File: config.mk
export PLATFORM = sky130hd
export DESIGN_NAME = sr04_dist_bcd
export DESIGN_NICKNAME = d
export VERILOG_FILES = /design/src/rtl/sr04_pkg.sv /design/src/rtl/bin2bcd_step.sv /design/src/rtl/sr04_dist_bcd.sv
export SDC_FILE = /design/constraint.sdc
export NUM_CORES = 1
export LEC_CHECK = 0
export BUFFER_PORTS_ARGS = -buffer_cell sky130_fd_sc_hd__buf_2
export CORE_ASPECT_RATIO = 2
export CORE_MARGIN = 2
export CORE_UTILIZATION = 63
export CTS_CLUSTER_DIAMETER = 150
export DETAILED_ROUTE_END_ITERATION = 16
export PLACE_DENSITY = 0.85
export SLEW_MARGIN = 40
export SYNTH_ARGS = -nofsm -noshare
export SYNTH_HDL_FRONTEND = slang
export SYNTH_SLANG_ARGS = --single-unit
File: constraint.sdc
create_clock -name clk -period 4.1 [get_ports clk]
set_input_delay 0.82 -clock clk [delete_from_list [all_inputs] [get_ports clk]]
set_output_delay 0.82 -clock clk [all_outputs]
set_load 0.05 [all_outputs]
File: src/rtl/sr04_pkg.sv
// Shared types and widths for the SR04 distance-to-BCD stage.
package sr04_pkg;

   typedef enum logic [1:0] {IDLE, LOAD, CONV, DONE} state_t;

   localparam int BCD_DIGITS = 4;
   localparam int CONV_W     = 14;
   localparam int DIST_W     = 24;
   localparam int SR_W       = BCD_DIGITS * 4 + CONV_W;

   // Full-width compare so large garbage readings clamp high instead of wrapping.
   function automatic logic [CONV_W-1:0] clamp_cm(input logic [DIST_W-1:0] raw,
                                                  input int lo, input int hi);
      if (raw < DIST_W'(lo))
         return CONV_W'(lo);
      else if (raw > DIST_W'(hi))
         return CONV_W'(hi);
      else
         return raw[CONV_W-1:0];
   endfunction

endpackage

File: src/rtl/bin2bcd_step.sv
// One double-dabble iteration: add 3 to each BCD nibble >= 5, then shift left by one.
module bin2bcd_step
   import sr04_pkg::*;
(
   input  logic [SR_W-1:0] din,
   output logic [SR_W-1:0] dout
);

   logic [SR_W-1:0] adj;

   always_comb begin
      adj = din;
      for (int d = 0; d < BCD_DIGITS; d++) begin
         if (din[CONV_W + 4*d +: 4] >= 4'd5)
            adj[CONV_W + 4*d +: 4] = din[CONV_W + 4*d +: 4] + 4'd3;
      end
      dout = SR_W'({adj, 1'b0});
   end

endmodule

File: src/rtl/sr04_dist_bcd.sv
// Clamps the SR04 distance and converts it to 4-digit packed BCD.
// Define SR04_AVG4_EN to convert the mean of the last 4 clamped samples instead.
module sr04_dist_bcd
   import sr04_pkg::*;
#(
   parameter int MIN_CM = 2,
   parameter int MAX_CM = 400
) (
   input  logic              clk,
   input  logic              rst,
   input  logic [DIST_W-1:0] i_distance,
   output logic [15:0]       o_bcd,
   output logic              o_valid,
   output logic              o_oor,
   output logic              o_busy
);

   localparam int SAMP_W = $clog2(MAX_CM + 1);
   localparam int SUM_W  = SAMP_W + 2;

   state_t            state;
   logic [DIST_W-1:0] last_raw;
   logic [SR_W-1:0]   sr;
   logic [SR_W-1:0]   sr_step;
   logic [3:0]        iter;
   logic              pend_oor;
   logic              raw_oor;
   logic [CONV_W-1:0] load_val;

   assign raw_oor = (last_raw < DIST_W'(MIN_CM)) || (last_raw > DIST_W'(MAX_CM));

`ifdef SR04_AVG4_EN
   logic [SAMP_W-1:0] avg_buf [4];
   logic              avg_primed;
   logic [SAMP_W-1:0] sample;
   logic [SUM_W-1:0]  avg_sum;

   assign sample   = SAMP_W'(clamp_cm(i_distance, MIN_CM, MAX_CM));
   assign avg_sum  = SUM_W'(avg_buf[0]) + SUM_W'(avg_buf[1])
                   + SUM_W'(avg_buf[2]) + SUM_W'(avg_buf[3]);
   assign load_val = CONV_W'(avg_sum >> 2);
`else
   assign load_val = clamp_cm(last_raw, MIN_CM, MAX_CM);
`endif

   bin2bcd_step u_step (
      .din  (sr),
      .dout (sr_step)
   );

   // o_valid is a one-cycle strobe with no back-pressure: o_bcd/o_oor change only
   // on the cycle o_valid is high and hold until the next strobe.
   always_ff @(posedge clk or posedge rst) begin
      if (rst) begin
         state    <= IDLE;
         last_raw <= '0;
         sr       <= '0;
         iter     <= '0;
         pend_oor <= 1'b0;
         o_bcd    <= '0;
         o_valid  <= 1'b0;
         o_oor    <= 1'b0;
         o_busy   <= 1'b0;
`ifdef SR04_AVG4_EN
         avg_primed <= 1'b0;
         for (int i = 0; i < 4; i++) avg_buf[i] <= '0;
`endif
      end else begin
         o_valid <= 1'b0;
         case (state)
            IDLE: begin
               if (i_distance != last_raw) begin
                  last_raw <= i_distance;
                  o_busy   <= 1'b1;
                  state    <= LOAD;
`ifdef SR04_AVG4_EN
                  if (!avg_primed) begin
                     for (int i = 0; i < 4; i++) avg_buf[i] <= sample;
                     avg_primed <= 1'b1;
                  end else begin
                     avg_buf[0] <= sample;
                     for (int i = 1; i < 4; i++) avg_buf[i] <= avg_buf[i-1];
                  end
`endif
               end
            end
            LOAD: begin
               pend_oor <= raw_oor;
               sr       <= {{(BCD_DIGITS*4){1'b0}}, load_val};
               iter     <= '0;
               state    <= CONV;
            end
            CONV: begin
               sr <= sr_step;
               if (iter == 4'(CONV_W - 1))
                  state <= DONE;
               else
                  iter <= iter + 4'd1;
            end
            DONE: begin
               o_bcd   <= sr[SR_W-1:CONV_W];
               o_oor   <= pend_oor;
               o_valid <= 1'b1;
               o_busy  <= 1'b0;
               state   <= IDLE;
            end
            default: state <= IDLE;
         endcase
      end
   end

endmodule

==> flow_summary.yaml, run 1 <==
hold_path:
  hold_path_class: "register to register"
  holdPathStages: 1
  hold_start: "o_bcd[12]"
  hold_path_end: "o_bcd[12]"
detailed_routing:
  routed_wl_um: 7820
  drt_first_pass_iters: 4
  first_iter_violations: 154
  final_antenna_net_count: 0
  dr_total_vias: 2737
  drc_errors: 0
  wire_per_inst_um: 16.6
  vias_per_cell: 5.80
placement:
  io_buffers: 44
  place_ws_ns: 1.15
  dp.cells: 456
  dp_hpwl_um: 5320
  gp_congestion: 0.803
synthesis:
  synth_fa_ha_area_share_pct: 4.73
  ys.warnings.count: 0
  synth_cell_type_count: 36
  syn_nets: 377
  synth_top_flop_cell: "dfrtp_1"
  avgSynthCellArea_um2: 11.8
  synthSimpleGateAreaFrac_pct: 8.95
  async_reset_ff_share_pct: 100
  synth_top_family_by_area: "multiplexers"
  yosysTopAreaCell: "dfrtp_1"
  yosysTopAreaCellShare_pct: 50.4
  synthXorXnorAreaFrac_pct: 7.06
  synthMuxAreaShare_pct: 14.3
  synth-compound-area-share_pct: 9.93
  synthesis.instances: 336
  synth_area_leaders: "dfrtp_1, mux2_4, mux2_2, xnor2_1, ha_1"
  ys_seq_elements: 80
  synth-seq-area-share_pct: 50.4
  synth-edff-count: 0
  syn_area_um2: 3970
clocking:
  postCtsSetupRepairBufs: 0
  clk_pin_slew_ns: 0.06
  clockBufferDepth: 2
  cts_buffers: 9
  cts_hold_buf: 0
  cts_max_level: 3
  cts_tree: "done"
  clk_latency_ns: 0.34
  clock_sinks: 80
  clockRootBuffer: "clkbuf_16"
  cts_resized: 0
die:
  core_um2: 6210
  initial_core_util_pct: 63.9
  top_level_ports: 45
  chipWidth_um: 60.1
  die_h_um: 116
  die_area_um2: 6990
  rows: 41
pwr:
  p_leak_nw: 2.10
  vdd_drop_max_mv: 0.595
  p_per_area_nw_per_um2: 712
  total_power_w: 0.00325
sta:
  setup_viol: 0
  fin_tns_setup_ns: 0
  rsz0062_at_grt: "no"
  post-route-min-period_ns: 2.61
  hold_viol_final: 0
  drv_slew: 0
  min_period_over_period_pct: 63.8
  setup_slack_ns: 1.49
  fin_skew_ns: 0.00517
  max_freq_ghz: 0.383
  maxSlewHeadroom_pct: 48.3
  worst_pin_slew_ns: 0.776
global_routing:
  grt.overflow.total: 0
  antenna_found_initial: 0
  grt_pass1_vias: 2846
  grt_usage_pct: 25.6
  grt_pass1_wl_um: 13200
  grt_start_max_net_pins: 81
critical_path:
  cp-start-kind: "primary input"
  critPathKind: "primary input to register"
  reg2reg_from: "last_raw[7]"
  rr_worst_depth: 6
  critPathMaxFanout: 18
  critPathSlowestCell: "nor4_2"
  slowest_delay_ns: 0.43
  endpoint_kind: "register"
  cp.required_ns: 4.32
  crit_chain: "buf_2, xnor2_1, nand4_1, nor4_2, a21bo_1, buf_4, mux2_2"
  r2r_slack_ns: 1.61
  timing.rr.end: "last_raw[23]"
  crit_arrival_ns: 2.84
flow_run:
  maxCapViolCount: 0
layout:
  seqCellArea_um2: 2000
  fin_util_pct: 73.4
  instances_no_fill: 472
  fin_nets: 422
  multi_input_area_um2: 1790
  nFillCells: 419
  final_layout_size_suffix_gt1_share_pct: 28.8
  antenna_cells: 0
  synthToLayoutAreaGrowth_pct: 14.8
run_status:
  status: "finished, final reports clean"
-- per-stage QoR --
step                area, um2  hold slack [ns]
finish                   4560            0.499
global route             4560            0.517
CTS                      4560            0.503
detailed placement       4240            0.491
global placement         4230            0.485
floorplan                3970            0.472
-- power breakdown --
part / switching, W / leakage, nW / internal [W] / total [W]
clock: 0.000301 / 0.159 / 0.000537 / 0.000838
combinational: 0.000621 / 0.917 / 0.000564 / 0.00119
sequential: 0.000225 / 1.03 / 0.000997 / 0.00122
total: 0.00115 / 2.10 / 0.00210 / 0.00325
-- cell type report --
cell class / instances / share of cell area (%)
flip-flops and latches: 80 / 43.9
multi-input cells: 218 / 39.2
clock buffers: 14 / 6.23
repair buffers: 47 / 5.41
well taps: 86 / 2.36
inverters: 25 / 2.06
clock inverters: 2 / 0.769
-- cells by family after synthesis --
kind of cell	after synthesis
flip-flops	80
adder cells (fa/ha/maj)	15
AND/OR/NAND/NOR	67
buffers and inverters	38
multiplexers	44
XOR/XNOR	32
AO/OA/AOI/OAI	60
-- layer usage --
| layer | global-route usage (%) | vias to the layer above | routed length (um) |
|---|---|---|---|
| met5 | 0 | - | 0 |
| met4 | 15.3 | 0 | 217 |
| met3 | 3.77 | 16 | 263 |
| met2 | 40.6 | 74 | 4060 |
| met1 | 32.7 | 1369 | 3280 |
| li1 | - | 1278 | - |
-- how the worst max path moves through the flow --
stage,slack (ns),startpoint,end,cells after the start
finish,1.49,i_distance[18],last_raw[23],7
global route,1.37,i_distance[18],last_raw[20],7
CTS,1.51,i_distance[18],last_raw[23],7
detailed placement,1.15,i_distance[18],last_raw[23],7
global placement,1.24,i_distance[18],last_raw[23],7
floorplan,1.23,rst,iter[0],1
-- synthesized netlist by cell type, types with 2 or more instances --
library cell   n
dfrtp_1       80
xnor2_1       28
inv_1         25
mux2_2        25
mux2_4        19
ha_1          15
nor2_1        15
o21ai_0       15
a21oi_1       13
nand2_1       12
nand3_1       10
o22ai_1       10
nand4_1        9
clkbuf_1       8
nor4_1         6
o31ai_1        5
a221o_1        4
a32o_1         4
nand2b_1       4
nor2b_1        4
xor2_1         4
a22oi_1        2
a31oi_1        2
and2_1         2
buf_1          2
buf_12         2
o32ai_1        2
-- cells in the final DEF, fill, tap and decap left out, types with 5 or more instances in the layout --
| master | n |
|---|---|
| nand3_1 | 10 |
| nor2_1 | 15 |
| ha_1 | 14 |
| nand4_1 | 9 |
| mux2_4 | 19 |
| clkbuf_16 | 9 |
| nand2_1 | 12 |
| a21oi_1 | 13 |
| buf_2 | 44 |
| o22ai_1 | 10 |
| inv_1 | 24 |
| xnor2_1 | 28 |
| o31ai_1 | 5 |
| nor4_1 | 6 |
| dfrtp_1 | 80 |
| mux2_2 | 25 |
| o21ai_0 | 15 |
-- critical path: cells and delay by family --
kind	cells	cell delay, ns
AOI/OAI and AO/OA	1	0.43
and+or+nand+nor	2	0.56
buffers and inverters	2	0.51
muxes	1	0.38
xor gates and xnor gates	1	0.14
-- registers in the layout, summed over array words and instances (netlist names) --
register / flops
iter: 4
o_valid: 1
last_raw: 24
o_oor: 1
o_busy: 1
state: 2
sr: 30
o_bcd: 16
pend_oor: 1
Note: power is estimated with default switching activity, not from simulation.
==> run 2: changes to the inputs <==
--- a/config.mk
+++ b/config.mk
@@ -8,10 +8,10 @@
 export BUFFER_PORTS_ARGS = -buffer_cell sky130_fd_sc_hd__buf_2
 export CORE_ASPECT_RATIO = 2
 export CORE_MARGIN = 2
-export CORE_UTILIZATION = 63
+export CORE_UTILIZATION = 58
 export CTS_CLUSTER_DIAMETER = 150
 export DETAILED_ROUTE_END_ITERATION = 16
-export PLACE_DENSITY = 0.85
+export PLACE_DENSITY = 0.79
 export SLEW_MARGIN = 40
 export SYNTH_ARGS = -nofsm -noshare
 export SYNTH_HDL_FRONTEND = slang
==> constraint.sdc (replaced) <==
create_clock -name clk -period 2.6 [get_ports clk]
set_input_delay 0.52 -clock clk [delete_from_list [all_inputs] [get_ports clk]]
set_output_delay 0.52 -clock clk [all_outputs]
set_load 0.05 [all_outputs]
==> run 2 against run 1 <==
  * Combinational power rose by 61%
  * Register-to-register slack got worse by 1.2 ns
  * Via count fell by 0.69%
  * Clock skew rose by 0.0010 ns
  * First-iteration DRC count rose by 40%
  * Sequential power rose by 59%
  * Clock-buffer cell count fell by 2
  * Critical path type is now register to register
  * Critical endpoint unchanged
  * Largest power group unchanged
==> flow_summary.yaml, run 2 (synthesized netlist as in run 1, its figures left out) <==
pwr:
  p_sw_share_pct: 36.1
  p_sw_w: 0.00181
  internal_power_w: 0.00321
  p_clk_share_pct: 23.1
  power_frac_seq_pct: 38.6
  p_per_area_nw_per_um2: 1100
  power.share.combinational_pct: 38.3
  p_leak_nw: 2.11
  vdd_drop_max_mv: 0.790
detailed_routing:
  drc_errors: 0
  first_iter_violations: 215
  routed_wl_um: 7940
  vias_per_cell: 5.70
  wire_per_inst_um: 16.6
  dr_total_vias: 2718
  drt_first_pass_iters: 4
  final_antenna_net_count: 0
placement:
  gp_congestion: 0.796
  io_buffers: 44
  dp_hpwl_um: 5610
  dp.cells: 462
global_routing:
  grt_start_max_net_pins: 81
  grt_pass1_wl_um: 13600
  grt.overflow.total: 0
  antenna_found_initial: 0
  grt_pass1_vias: 2948
  grt_usage_pct: 23.3
clocking:
  cts_max_level: 3
  cts_resized: 0
  cts_hold_buf: 0
  clockRootBuffer: "clkbuf_16"
  clockBufferDepth: 2
  clock_sinks: 80
  cts_buffers: 9
  postCtsSetupRepairBufs: 0
  clk_latency_ns: 0.34
  cts_tree: "done"
  clk_pin_slew_ns: 0.06
layout:
  final_layout_size_suffix_gt1_share_pct: 29.3
  final_cell_mix: "dfrtp_1, buf_2, xnor2_1"
  instances_no_fill: 477
  largest_register_ffs: 30
  reg_top3: "sr: 30 flops, last_raw: 24 flops, o_bcd: 16 flops"
  regMostFlops: "sr"
  fin_nets: 426
  layout_commonest_cell: "dfrtp_1"
  synthToLayoutAreaGrowth_pct: 15.0
  nFillCells: 528
  antenna_cells: 0
  fin_util_pct: 68.9
critical_path:
  crit_family: "simple AND/OR/NAND/NOR gates"
  critPathSlowestCell: "nor4_2"
  path_buf_inv: 1
  cp-start-kind: "register"
  endpoint_kind: "register"
  cp.required_ns: 2.82
  critPathKind: "register to register"
  slowest_delay_ns: 0.47
  crit_chain: "xnor2_1, nand4_1, nor4_2, a21bo_1, buf_12, mux2_2"
  critPathMaxFanout: 18
  crit_arrival_ns: 2.40
sta:
  max_freq_ghz: 0.459
  maxSlewHeadroom_pct: 60.7
  fin_tns_setup_ns: 0
  min_period_over_period_pct: 83.7
  worst_pin_slew_ns: 0.588
  rsz0062_at_grt: "no"
  fin_skew_ns: 0.00617
  setup_viol: 0
  drv_slew: 0
  hold_slack_ns: 0.280
  post-route-min-period_ns: 2.18
  hold_viol_final: 0
die:
  rows: 42
  die_area_um2: 7560
  die_h_um: 121
  core_um2: 6620
  chipWidth_um: 62.5
  initial_core_util_pct: 59.9
  top_level_ports: 45
run_status:
  status: "finished, final reports clean"
flow_run:
  maxCapViolCount: 0
hold_path:
  hold_path_class: "primary input to async pin"
-- run 2: cell count changes in the layout (fill, tap and decap cells not counted), sizes merged --
cell	delta
buf	+4
clkinvlp	+1
clkinv	+1
clkbuf	-2
bufinv	-1
-- run 2: final cells by class --
cell class	count	area, um2	share of cell area, %
flip-flops and latches	80	2000	43.9
multi-input cells	218	1790	39.1
repair buffers	51	298	6.52
clock buffers	12	256	5.62
well taps	88	110	2.41
inverters	25	93.8	2.06
clock inverters	3	17.5	0.384
-- run 2: per-layer routing --
metal  global-route usage (%)  vias up  wire [um]
met1                     25.3     1332       3020
li1                         -     1288          -
met5                        0        -          0
met3                     3.53       21        244
met4                     14.7        0        342
met2                     41.7       77       4340
-- run 2: final timing paths --
kind | slack [ns] | start | end | cells past startpoint
max | 0.42 | last_raw[17] | last_raw[23] | 6
min | 0.28 | rst | last_raw[17] | 3
max reg2reg | 0.42 | last_raw[17] | last_raw[23] | 6
min reg2reg | 0.50 | o_bcd[10] | o_bcd[10] | 1
max in group asynchronous | 1.98 | rst | o_bcd[7] | 3
min in group clk | 0.44 | i_distance[15] | last_raw[15] | 2
-- run 2: worst register-to-register path, stage by stage, from the launching register on --
cell and delay, ns:
dfrtp_1 0.41, xnor2_1 0.24, nand4_1 0.14, nor4_2 0.47, a21bo_1 0.24, buf_12 0.20
mux2_2 0.36
-- run 2: power groups by stage --
stage,combinational [W],sequential (W),clock [W]
floorplan,0.00151,0.00194,0
global placement,0.00186,0.00192,0
detailed placement,0.00192,0.00195,0
CTS,0.00193,0.00193,0.00118
global route,0.00209,0.00199,0.00124
finish,0.00192,0.00194,0.00116
-- run 2: per-stage QoR --
| stage | setup WS, ns | total power [W] | instance area [um2] |
|---|---|---|---|
| after global routing | 0.229 | 0.00531 | 4560 |
| final | 0.423 | 0.00502 | 4560 |
| after detailed placement | 0.238 | 0.00387 | 4290 |
| after global placement | 0.340 | 0.00378 | 4290 |
| after CTS | 0.413 | 0.00505 | 4560 |
| after floorplan | 0.0283 | 0.00345 | 3970 |
==> run 3: changes to the inputs <==
--- a/config.mk
+++ b/config.mk
@@ -5,13 +5,14 @@
 export SDC_FILE = /design/constraint.sdc
 export NUM_CORES = 1
 export LEC_CHECK = 0
+export ABC_AREA = 1
 export BUFFER_PORTS_ARGS = -buffer_cell sky130_fd_sc_hd__buf_2
 export CORE_ASPECT_RATIO = 2
 export CORE_MARGIN = 2
-export CORE_UTILIZATION = 58
+export CORE_UTILIZATION = 59
 export CTS_CLUSTER_DIAMETER = 150
 export DETAILED_ROUTE_END_ITERATION = 16
-export PLACE_DENSITY = 0.79
+export PLACE_DENSITY = 0.8
 export SLEW_MARGIN = 40
 export SYNTH_ARGS = -nofsm -noshare
 export SYNTH_HDL_FRONTEND = slang
==> constraint.sdc (replaced) <==
create_clock -name clk -period 2.05 [get_ports clk]
set_input_delay 0.41 -clock clk [delete_from_list [all_inputs] [get_ports clk]]
set_output_delay 0.41 -clock clk [all_outputs]
set_load 0.05 [all_outputs]
==> run 3 against run 2 <==
  * Via count grew 25%
  * Sequential cell count is the same
  * Global-route usage grew 0.81 points
  * Non-clock buffer count grew 4
  * Clock power grew 45%
  * Worst hold slack lost 0.17 ns
  * Cell count grew 36%
  * Area after synthesis grew 3.8%
  * Register-to-register slack lost 0.16 ns
  * Sequential share of layout area shrank 2.0 points
  * Critical endpoint is now sr[27]
  * Highest routed layer unchanged
==> flow_summary.yaml, run 3 <==
synthesis:
  synth_top_flop_cell: "dfrtp_1"
  synth-seq-area-share_pct: 48.6
  synth_area_leaders: "dfrtp_1, nand2_1, o21ai_0, nand3_1, ha_1"
  async_reset_ff_share_pct: 100
  synth_commonest_cells: "nand2_1, dfrtp_1, o21ai_0, inv_1, nand3_1"
  yosysTopAreaCellShare_pct: 48.6
  ys_seq_elements: 80
  syn_nets: 542
  yosys.cell_count.top_type: "nand2_1"
  syn_area_um2: 4120
  synth-edff-count: 0
  yosysTopAreaCell: "dfrtp_1"
  synthesis.instances: 501
  avgSynthCellArea_um2: 8.22
  synth_cell_type_count: 28
  ys.warnings.count: 0
detailed_routing:
  wire_per_inst_um: 12.5
  drt_first_pass_iters: 5
  first_iter_violations: 214
  vias_per_cell: 5.24
  routed_wl_um: 8060
  drc_errors: 0
  dr_total_vias: 3391
  final_antenna_net_count: 0
sta:
  max_freq_ghz: 0.558
  setup_viol: 0
  maxSlewHeadroom_pct: 65.1
  hold_viol_final: 0
  min_period_over_period_pct: 87.4
  worst_pin_slew_ns: 0.523
  rsz0062_at_grt: "no"
  setup_slack_ns: 0.259
  fin_tns_setup_ns: 0
  drv_slew: 0
  hold_slack_ns: 0.109
  fin_skew_ns: 0.00811
  post-route-min-period_ns: 1.79
placement:
  place_ws_ns: 0.295
  io_buffers: 44
  dp_hpwl_um: 5760
  gp_congestion: 0.829
layout:
  antenna_cells: 0
  regMostFlops: "sr"
  layout_commonest_cell: "nand2_1"
  synthToLayoutAreaGrowth_pct: 16.1
  largest_register_ffs: 30
  reg_top3: "sr: 30 flops, last_raw: 24 flops, o_bcd: 16 flops"
  fin_nets: 593
  fin_util_pct: 70.0
  final_layout_size_suffix_gt1_share_pct: 16.2
  final_cell_mix: "nand2_1, dfrtp_1, o21ai_0"
run_status:
  status: "finished, final reports clean"
critical_path:
  cp.required_ns: 2.26
  r2r_slack_ns: 0.26
  critPathMaxFanout: 11
  endpoint_kind: "register"
  rr_worst_depth: 7
  crit_arrival_ns: 2.00
  cp-start-kind: "register"
  timing.rr.end: "sr[27]"
  critPathKind: "register to register"
  reg2reg_from: "state[0]"
clocking:
  cts_resized: 0
  postCtsSetupRepairBufs: 0
  clockBufferDepth: 2
  clockRootBuffer: "clkbuf_16"
  cts_hold_buf: 0
  clock_sinks: 80
  cts_tree: "done"
  cts_max_level: 3
  cts_buffers: 9
  clk_pin_slew_ns: 0.06
  clk_latency_ns: 0.34
global_routing:
  grt_pass1_vias: 3313
  antenna_found_initial: 0
  grt.overflow.total: 0
  grt_pass1_wl_um: 14700
  grt_usage_pct: 24.1
  grt_start_max_net_pins: 37
pwr:
  p_per_area_nw_per_um2: 1350
  vdd_drop_max_mv: 0.973
  total_power_w: 0.00646
  p_leak_nw: 2.37
die:
  chipWidth_um: 63.1
  rows: 43
  die_area_um2: 7710
  top_level_ports: 45
  die_h_um: 122
  core_um2: 6830
  initial_core_util_pct: 60.3
flow_run:
  maxCapViolCount: 0
hold_path:
  hold_path_class: "primary input to async pin"
-- run 3: per-layer routing --
metal / track usage (%) / vias up / routed length (um)
met5: 0 / - / 0
met4: 12.2 / 0 / 185
met3: 4.16 / 14 / 336
met2: 37.4 / 68 / 3940
met1: 32.6 / 1587 / 3590
li1: - / 1722 / -
-- run 3: cell families after synthesis --
logic type                 synth area share, %
and+or+nand+nor                           26.6
DFF                                       48.6
AOI/OAI and AO/OA                         9.02
buffers and inverters                     6.96
xor gates and xnor gates                  4.25
adders and majority gates                 4.56
-- run 3: layout make-up --
| cell class | count | area (um2) |
|---|---|---|
| clock buffer | 13 | 250 |
| clock inverter | 3 | 65.1 |
| fill | 564 | 2050 |
| inverter | 47 | 180 |
| multi-input combinational | 359 | 1830 |
| sequential | 80 | 2000 |
| tap | 90 | 113 |
| timing repair buffer | 55 | 340 |
-- run 3: through the flow --
stage / instances / instance area (um2)
after floorplan: 501 / 4120
after global placement: 631 / 4470
after detailed placement: 631 / 4470
after CTS: 647 / 4780
after global routing: 647 / 4780
final: 647 / 4780
-- run 3: worst max-delay path, stage by stage, from the launching register on --
cell,delay [ns]
dfrtp_1,0.40
inv_1,0.10
ha_1,0.37
nand2_2,0.10
clkinv_1,0.23
buf_4,0.27
o21ai_0,0.10
o22ai_1,0.10
-- run 3: worst max-delay path by stage --
stage / startpoint / end / cells after the start
floorplan: state[0] / sr[8] / 8
global placement: i_distance[12] / last_raw[11] / 12
detailed placement: state[0] / sr[18] / 7
CTS: state[0] / sr[18] / 7
global route: last_raw[7] / last_raw[11] / 10
finish: state[0] / sr[27] / 7
-- run 3: power by group --
group | internal [W] | switching (W) | total, W
logic | 0.000901 | 0.00149 | 0.00239
clock network | 0.00110 | 0.000584 | 0.00168
registers | 0.00199 | 0.000405 | 0.00239
